File: src/rtl/alu_pkg.sv
// Shared ALU command types and scheduler state encoding.
// Latency: none (types, constants and a helper function only).
// Backpressure: not applicable.
package alu_pkg;

    localparam int CMD_W = 12;

    // Opcodes this scheduler cares about; the ALU defines the remaining codes.
    typedef enum logic [2:0] {
        ADD = 3'b000,
        SUB = 3'b001,
        AND = 3'b011,
        CAS = 3'b111
    } op_t;

    typedef struct packed {
        op_t        op;
        logic [2:0] addr1;
        logic [2:0] addr2;
        logic [2:0] addr3;
    } alu_cmd_t;

    typedef enum logic [1:0] {
        ST_IDLE,
        ST_ISSUE,
        ST_WAIT,
        ST_RESP
    } sched_state_t;

    // Only compare-and-swap produces a meaningful compare flag.
    function automatic logic is_cas(input op_t op);
        return (op == CAS);
    endfunction

endpackage

File: src/rtl/rr_arbiter.sv
// Round-robin pick of one requester from a valid mask, starting at ptr and wrapping.
// Latency: purely combinational, grant in the same cycle as valid.
// Backpressure: none; with lock_en only requesters in lock_mask are eligible.
//  valid     : requesters with a pending command
//  ptr       : highest-priority index this cycle
//  lock_en   : restrict eligibility to lock_mask
//  lock_mask : one-hot lock owner
//  grant     : one-hot winner, grant_idx its index, grant_vld any winner
module rr_arbiter
    import alu_pkg::*;
#(
    parameter int N  = 4,
    parameter int IW = $clog2(N)
) (
    input  logic [N-1:0]  valid,
    input  logic [IW-1:0] ptr,
    input  logic          lock_en,
    input  logic [N-1:0]  lock_mask,
    output logic [N-1:0]  grant,
    output logic [IW-1:0] grant_idx,
    output logic          grant_vld
);

    logic [N-1:0] elig;
    int           pos;

    always_comb begin
        grant     = '0;
        grant_idx = '0;
        grant_vld = 1'b0;
        pos       = 0;
        elig      = lock_en ? (valid & lock_mask) : valid;
        // Scan ptr, ptr+1, ... with wrap; the first eligible requester wins.
        for (int i = 0; i < N; i++) begin
            pos = int'(ptr) + i;
            if (pos >= N) begin
                pos = pos - N;
            end
            if (!grant_vld && elig[pos[IW-1:0]]) begin
                grant_vld             = 1'b1;
                grant[pos[IW-1:0]]    = 1'b1;
                grant_idx             = pos[IW-1:0];
            end
        end
    end

endmodule

File: src/rtl/alu_cmd_scheduler.sv
// Shares one ALU among N_REQ requesters: round-robin accept, start pulse, wait done, respond.
// Latency: accept c0, alu_start c1, earliest done c2, rsp_valid c3; one command per 4 cycles.
// Backpressure: response held until rsp_ready; no new accept or start while waiting on it.
//  req_valid/req_lock/req_cmd/req_ready : requester side, req_ready is the accept pulse
//  alu_cmd/alu_start/alu_done/alu_result/alu_cas_ok : ALU side
//  rsp_valid/rsp_ready/rsp_id/rsp_result/rsp_cas_ok/rsp_timeout : response side
//  busy : scheduler not idle
module alu_cmd_scheduler
    import alu_pkg::*;
#(
    parameter int N_REQ       = 4,
    parameter int DATA_W      = 8,
    parameter int TIMEOUT_CYC = 1024
) (
    input  logic                     clk,
    input  logic                     rst,
    input  logic [N_REQ-1:0]         req_valid,
    input  logic [N_REQ-1:0]         req_lock,
    input  logic [N_REQ*CMD_W-1:0]   req_cmd,
    output logic [N_REQ-1:0]         req_ready,
    output logic [CMD_W-1:0]         alu_cmd,
    output logic                     alu_start,
    input  logic                     alu_done,
    input  logic [DATA_W-1:0]        alu_result,
    input  logic                     alu_cas_ok,
    output logic                     rsp_valid,
    input  logic                     rsp_ready,
    output logic [$clog2(N_REQ)-1:0] rsp_id,
    output logic [DATA_W-1:0]        rsp_result,
    output logic                     rsp_cas_ok,
    output logic                     rsp_timeout,
    output logic                     busy
);

    localparam int ID_W  = $clog2(N_REQ);
    localparam int CNT_W = $clog2(TIMEOUT_CYC);

    sched_state_t      state_q, state_d;
    alu_cmd_t          cmd_q, cmd_d;
    logic [ID_W-1:0]   id_q, id_d;
    logic [ID_W-1:0]   rr_ptr_q, rr_ptr_d;
    logic [ID_W-1:0]   lock_owner_q, lock_owner_d;
    logic              lock_q, lock_d;
    logic              lock_valid_q, lock_valid_d;
    logic              cas_q, cas_d;
    logic              timeout_q, timeout_d;
    logic [DATA_W-1:0] result_q, result_d;
    logic [CNT_W-1:0]  cnt_q, cnt_d;

    logic [N_REQ-1:0]  grant;
    logic [N_REQ-1:0]  lock_mask;
    logic [ID_W-1:0]   grant_idx;
    logic              grant_vld;
    logic [CMD_W-1:0]  cmd_sel;
    logic [N_REQ-1:0]  ready_c;

    always_comb begin
        lock_mask               = '0;
        lock_mask[lock_owner_q] = 1'b1;
    end

    rr_arbiter #(
        .N  (N_REQ),
        .IW (ID_W)
    ) u_arb (
        .valid     (req_valid),
        .ptr       (rr_ptr_q),
        .lock_en   (lock_valid_q),
        .lock_mask (lock_mask),
        .grant     (grant),
        .grant_idx (grant_idx),
        .grant_vld (grant_vld)
    );

    always_comb begin
        cmd_sel = '0;
        for (int i = 0; i < N_REQ; i++) begin
            if (grant[i]) begin
                cmd_sel = req_cmd[i*CMD_W +: CMD_W];
            end
        end
    end

    always_comb begin
        state_d      = state_q;
        cmd_d        = cmd_q;
        id_d         = id_q;
        rr_ptr_d     = rr_ptr_q;
        lock_owner_d = lock_owner_q;
        lock_d       = lock_q;
        lock_valid_d = lock_valid_q;
        cas_d        = cas_q;
        timeout_d    = timeout_q;
        result_d     = result_q;
        cnt_d        = cnt_q;
        ready_c      = '0;
        case (state_q)
            ST_IDLE: begin
                if (grant_vld) begin
                    ready_c = grant;
                    cmd_d   = alu_cmd_t'(cmd_sel);
                    id_d    = grant_idx;
                    lock_d  = req_lock[grant_idx];
                    state_d = ST_ISSUE;
                end
            end
            ST_ISSUE: begin
                cnt_d   = '0;
                state_d = ST_WAIT;
            end
            ST_WAIT: begin
                if (alu_done) begin
                    result_d  = alu_result;
                    cas_d     = alu_cas_ok && is_cas(cmd_q.op);
                    timeout_d = 1'b0;
                    state_d   = ST_RESP;
                end else if (cnt_q == CNT_W'(TIMEOUT_CYC - 1)) begin
                    // Abort: a hung ALU must not keep a lock owner pinned.
                    result_d     = '0;
                    cas_d        = 1'b0;
                    timeout_d    = 1'b1;
                    lock_valid_d = 1'b0;
                    state_d      = ST_RESP;
                end else begin
                    cnt_d = cnt_q + 1'b1;
                end
            end
            ST_RESP: begin
                if (rsp_ready) begin
                    state_d      = ST_IDLE;
                    rr_ptr_d     = (id_q == ID_W'(N_REQ - 1)) ? '0 : id_q + 1'b1;
                    lock_valid_d = lock_q && !timeout_q;
                    lock_owner_d = id_q;
                end
            end
            default: state_d = ST_IDLE;
        endcase
    end

    always_ff @(posedge clk or posedge rst) begin
        if (rst) begin
            state_q      <= ST_IDLE;
            cmd_q        <= '0;
            id_q         <= '0;
            rr_ptr_q     <= '0;
            lock_owner_q <= '0;
            lock_q       <= 1'b0;
            lock_valid_q <= 1'b0;
            cas_q        <= 1'b0;
            timeout_q    <= 1'b0;
            result_q     <= '0;
            cnt_q        <= '0;
        end else begin
            state_q      <= state_d;
            cmd_q        <= cmd_d;
            id_q         <= id_d;
            rr_ptr_q     <= rr_ptr_d;
            lock_owner_q <= lock_owner_d;
            lock_q       <= lock_d;
            lock_valid_q <= lock_valid_d;
            cas_q        <= cas_d;
            timeout_q    <= timeout_d;
            result_q     <= result_d;
            cnt_q        <= cnt_d;
        end
    end

    // The accept pulse is combinational from req_valid, so it is masked while
    // rst is high to keep every output at zero during reset.
    assign req_ready   = rst ? '0 : ready_c;
    assign alu_start   = (state_q == ST_ISSUE);
    assign alu_cmd     = (state_q == ST_ISSUE || state_q == ST_WAIT) ? cmd_q : '0;
    assign rsp_valid   = (state_q == ST_RESP);
    assign rsp_id      = rsp_valid ? id_q : '0;
    assign rsp_result  = rsp_valid ? result_q : '0;
    assign rsp_cas_ok  = rsp_valid && cas_q;
    assign rsp_timeout = rsp_valid && timeout_q;
    assign busy        = (state_q != ST_IDLE);

endmodule

File: config.mk
export PLATFORM = sky130hd
export DESIGN_NAME = alu_cmd_scheduler
export DESIGN_NICKNAME = d
export VERILOG_FILES = /design/src/rtl/alu_pkg.sv /design/src/rtl/rr_arbiter.sv /design/src/rtl/alu_cmd_scheduler.sv
export SDC_FILE = /design/constraint.sdc
export NUM_CORES = 1
export LEC_CHECK = 0
export CORE_ASPECT_RATIO = 0.7
export CORE_MARGIN = 2
export CORE_UTILIZATION = 30
export CTS_CLUSTER_DIAMETER = 50
export DETAILED_ROUTE_END_ITERATION = 10
export GPL_TIMING_DRIVEN = 0
export PLACE_DENSITY = 0.57
export SLEW_MARGIN = 25
export SYNTH_ARGS = -nofsm -noshare
export SYNTH_HDL_FRONTEND = slang
export SYNTH_SLANG_ARGS = --single-unit
File: constraint.sdc
create_clock -name clk -period 9 [get_ports clk]
set_clock_uncertainty 0.05 [all_clocks]
set_input_delay 2.7 -clock clk [delete_from_list [all_inputs] [get_ports clk]]
set_output_delay 2.7 -clock clk [all_outputs]
set_load 0.005 [all_outputs]
==> impl_metrics.json <==
{
  "status": "finished, final reports clean",
  "cts_resized": 0,
  "antenna_cells": 0,
  "worstPathRequired_ns": 6.25,
  "slew_headroom_pct": 44.5,
  "gp_congestion": 0.868,
  "start_util_pct": 31.0,
  "grt_pass1_wl_um": 14000,
  "power_w": 0.00144,
  "min_delay_worst_endpoint": "result_q[7]$_DFFE_PP0P_",
  "synth_largest_area_cell": "dfrtp_1",
  "antenna_found_initial": 0,
  "worstHoldPathCells": 1,
  "fin_crit_sh_pct": 94.6,
  "ctsHtreeMaxLevel": 2,
  "netlist_top_cells_area": "dfrtp_1, nand2_1, ha_1",
  "worstMarginPinSlew_ns": 0.822,
  "first_iter_violations": 90,
  "seq_area_frac_synth_pct": 34.7,
  "clockRootBuffer": "clkbuf_16",
  "async_flop_share_pct": 100,
  "report.final.slew_viol_count": 0,
  "irDropWorstVdd_mv": 0.149,
  "rsz0062_at_grt": "no",
  "finalNetCount": 514,
  "die_area_sq_um": 10900,
  "finish.utilization_pct": 44.8,
  "synthesis.instances": 324,
  "antenna_left": 0,
  "ios": 100,
  "instances_no_fill": 560,
  "rows": 30,
  "path_class": "in -> out",
  "die_x_um": 124,
  "numCtsBuffers": 5,
  "ys_seq_elements": 42,
  "wl_per_cell_um": 15.9,
  "postCtsHoldBufs": 0,
  "dp_cells": 552,
  "ff2ff_path_depth": 9,
  "clkLatencyLatePin_ns": 0.28,
  "portBuffers": 99,
  "area_growth_pct": 44.5,
  "place.detailed.hpwl_um": 7020,
  "yosys_most_used_dff": "dfrtp_1",
  "routed-via-count": 2844,
  "drc": 0,
  "r2r-start": "rr_ptr_q[0]$_DFFE_PP0P_",
  "drive_gt1_share_pct": 10.2,
  "wirelength_um": 8920,
  "synth_commonest_cells": "nand2_1, dfrtp_1, and2_1",
  "grt_max_degree": 24,
  "cts.clk_slew.worst_paths_ns": 0.06,
  "cts_sinks": 42,
  "cts_tree": "yes",
  "firstDrtPassIters": 5,
  "syn-num-nets": 407,
  "core_sq_um": 9760,
  "end_kind": "output pin",
  "synth_warnings": 0,
  "worst-r2r-setup-slack_ns": 5.68,
  "syn_area_sq_um": 3030,
  "leakage_nw": 1.82,
  "maxCapViolations": 0,
  "finalSetupViolCount": 0,
  "min_from": "result_q[7]$_DFFE_PP0P_",
  "synth-edff-count": 0,
  "hp-class": "reg -> reg",
  "tns_ns": 0,
  "grt_overflow": 0,
  "max_freq_mhz": 117,
  "grtUsageTotal_pct": 16.7,
  "viasPerCell": 5.08,
  "start_kind": "primary input",
  "hold_viol": 0,
  "cp_max_fo": 10,
  "p_per_area_nw_per_um2": 330,
  "clock_path_buffers": 2,
  "die_height_um": 88.1,
  "ys_types": 64,
  "grt_pass1_vias": 2632,
  "yosysMostFrequentCell": "nand2_1",
  "synth_top_area_share_pct": 34.7,
  "post-route-min-period_ns": 8.52,
  "r2r_end": "cmd_q[6]$_DFFE_PP0P_",
  "cts_setup_buffers": 0,
  "avgSynthCellArea_sq_um": 9.35,
  "worst-endpoint-arrival_ns": 5.77
}
worst max path at each step:
stage	from	depth (start not counted)	end	slack [ns]
final	req_valid[2]	11	req_ready[1]	0.48
after global routing	req_valid[2]	11	req_ready[1]	0.33
after CTS	req_valid[2]	11	req_ready[1]	0.48
after detailed placement	req_valid[2]	11	req_ready[1]	0.48
after global placement	req_valid[2]	11	req_ready[1]	0.47
after floorplan	req_valid[2]	9	req_ready[1]	1.79
worst max-delay path, cell delays in order:
cell and delay, ns:
clkdlybuf4s50_1 0.51, nand2_1 0.06, a21o_2 0.22, a2111o_1 0.45, a211oi_4 0.36, a22o_1 0.20, a221o_1 0.25, buf_6 0.19
buf_6 0.15, and3_1 0.16, clkdlybuf4s50_1 0.50
per-layer routing:
metal  vias up  GRT usage [%]  share of wire (%)
met5         -              0                  0
met3        11           2.67                6.5
li1       1404              -                  -
met4         0           4.70                1.6
met2        84           22.8                 41
met1      1345           26.6                 51
stage by stage:
step,hold WS [ns],setup WS [ns],instance area [sq um]
after global routing,0.461,0.325,4380
final,0.441,0.484,4380
after floorplan,0.394,1.79,3030
after global placement,0.416,0.466,4180
after CTS,0.449,0.482,4380
after detailed placement,0.428,0.483,4210
area by class of cell:
cell class                      instances  area [sq um]
Tap cell                              128           160
Clock inverter                          3          45.0
Buffer                                 15           115
Multi-Input combinational cell        258          1830
Inverter                                9          33.8
Timing Repair Buffer                  100          1020
Clock buffer                            5           125
Fill cell                             973          5380
Sequential cell                        42          1050
report_power, final:
part,internal (W),switching [W]
Clock,0.000131,0.0000758
Combinational,0.000436,0.000480
Sequential,0.000264,0.0000583
Total,0.000831,0.000614
cells by family after synthesis:
family / count (synthesis) / share of synthesized area, %
mux: 10 / 4.59
fa+ha+maj: 14 / 5.79
xor+xnor: 5 / 1.45
flops: 42 / 34.7
compound gates: 87 / 23.2
buf+inv: 24 / 4.92
simple gates: 142 / 25.3
flip-flops by register name (all words and copies together) (netlist names):
| register | cells |
|---|---|
| state_q | 2 |
| cas_q | 1 |
| id_q | 2 |
| lock_valid_q | 1 |
| cnt_q | 10 |
| lock_q | 1 |
| timeout_q | 1 |
| lock_owner_q | 2 |
| result_q | 8 |
| rr_ptr_q | 2 |
| cmd_q | 12 |
cell usage in the layout (no fill, tap or decap), types with 2 or more instances in the layout:
cell | synthesis | final
nor3_1 | 7 | 7
mux2_2 | 4 | 4
o21ai_1 | 2 | 2
a22o_1 | 10 | 10
or3b_1 | 10 | 10
or3_1 | 3 | 3
clkbuf_1 | 4 | 4
dfrtp_1 | 42 | 42
a32oi_1 | 12 | 12
clkdlybuf4s50_1 | 0 | 99
nand4_1 | 2 | 2
mux4_2 | 2 | 2
clkinvlp_4 | 0 | 2
a21bo_2 | 2 | 2
o31ai_1 | 2 | 2
ha_1 | 14 | 14
inv_1 | 7 | 6
nor2_1 | 14 | 14
o311ai_0 | 11 | 11
inv_2 | 1 | 2
nand3_1 | 6 | 6
o21bai_1 | 13 | 13
buf_6 | 6 | 6
and3_1 | 5 | 5
o21ai_0 | 13 | 13
xnor2_1 | 2 | 2
or3b_2 | 3 | 3
xor2_1 | 3 | 3
nand2_1 | 48 | 48
and2_1 | 27 | 27
clkbuf_16 | 0 | 5
nand2b_1 | 6 | 6
nor2b_1 | 3 | 3
mux2i_1 | 2 | 2
a21oi_1 | 6 | 6
Note: power is estimated with default switching activity, not from simulation.
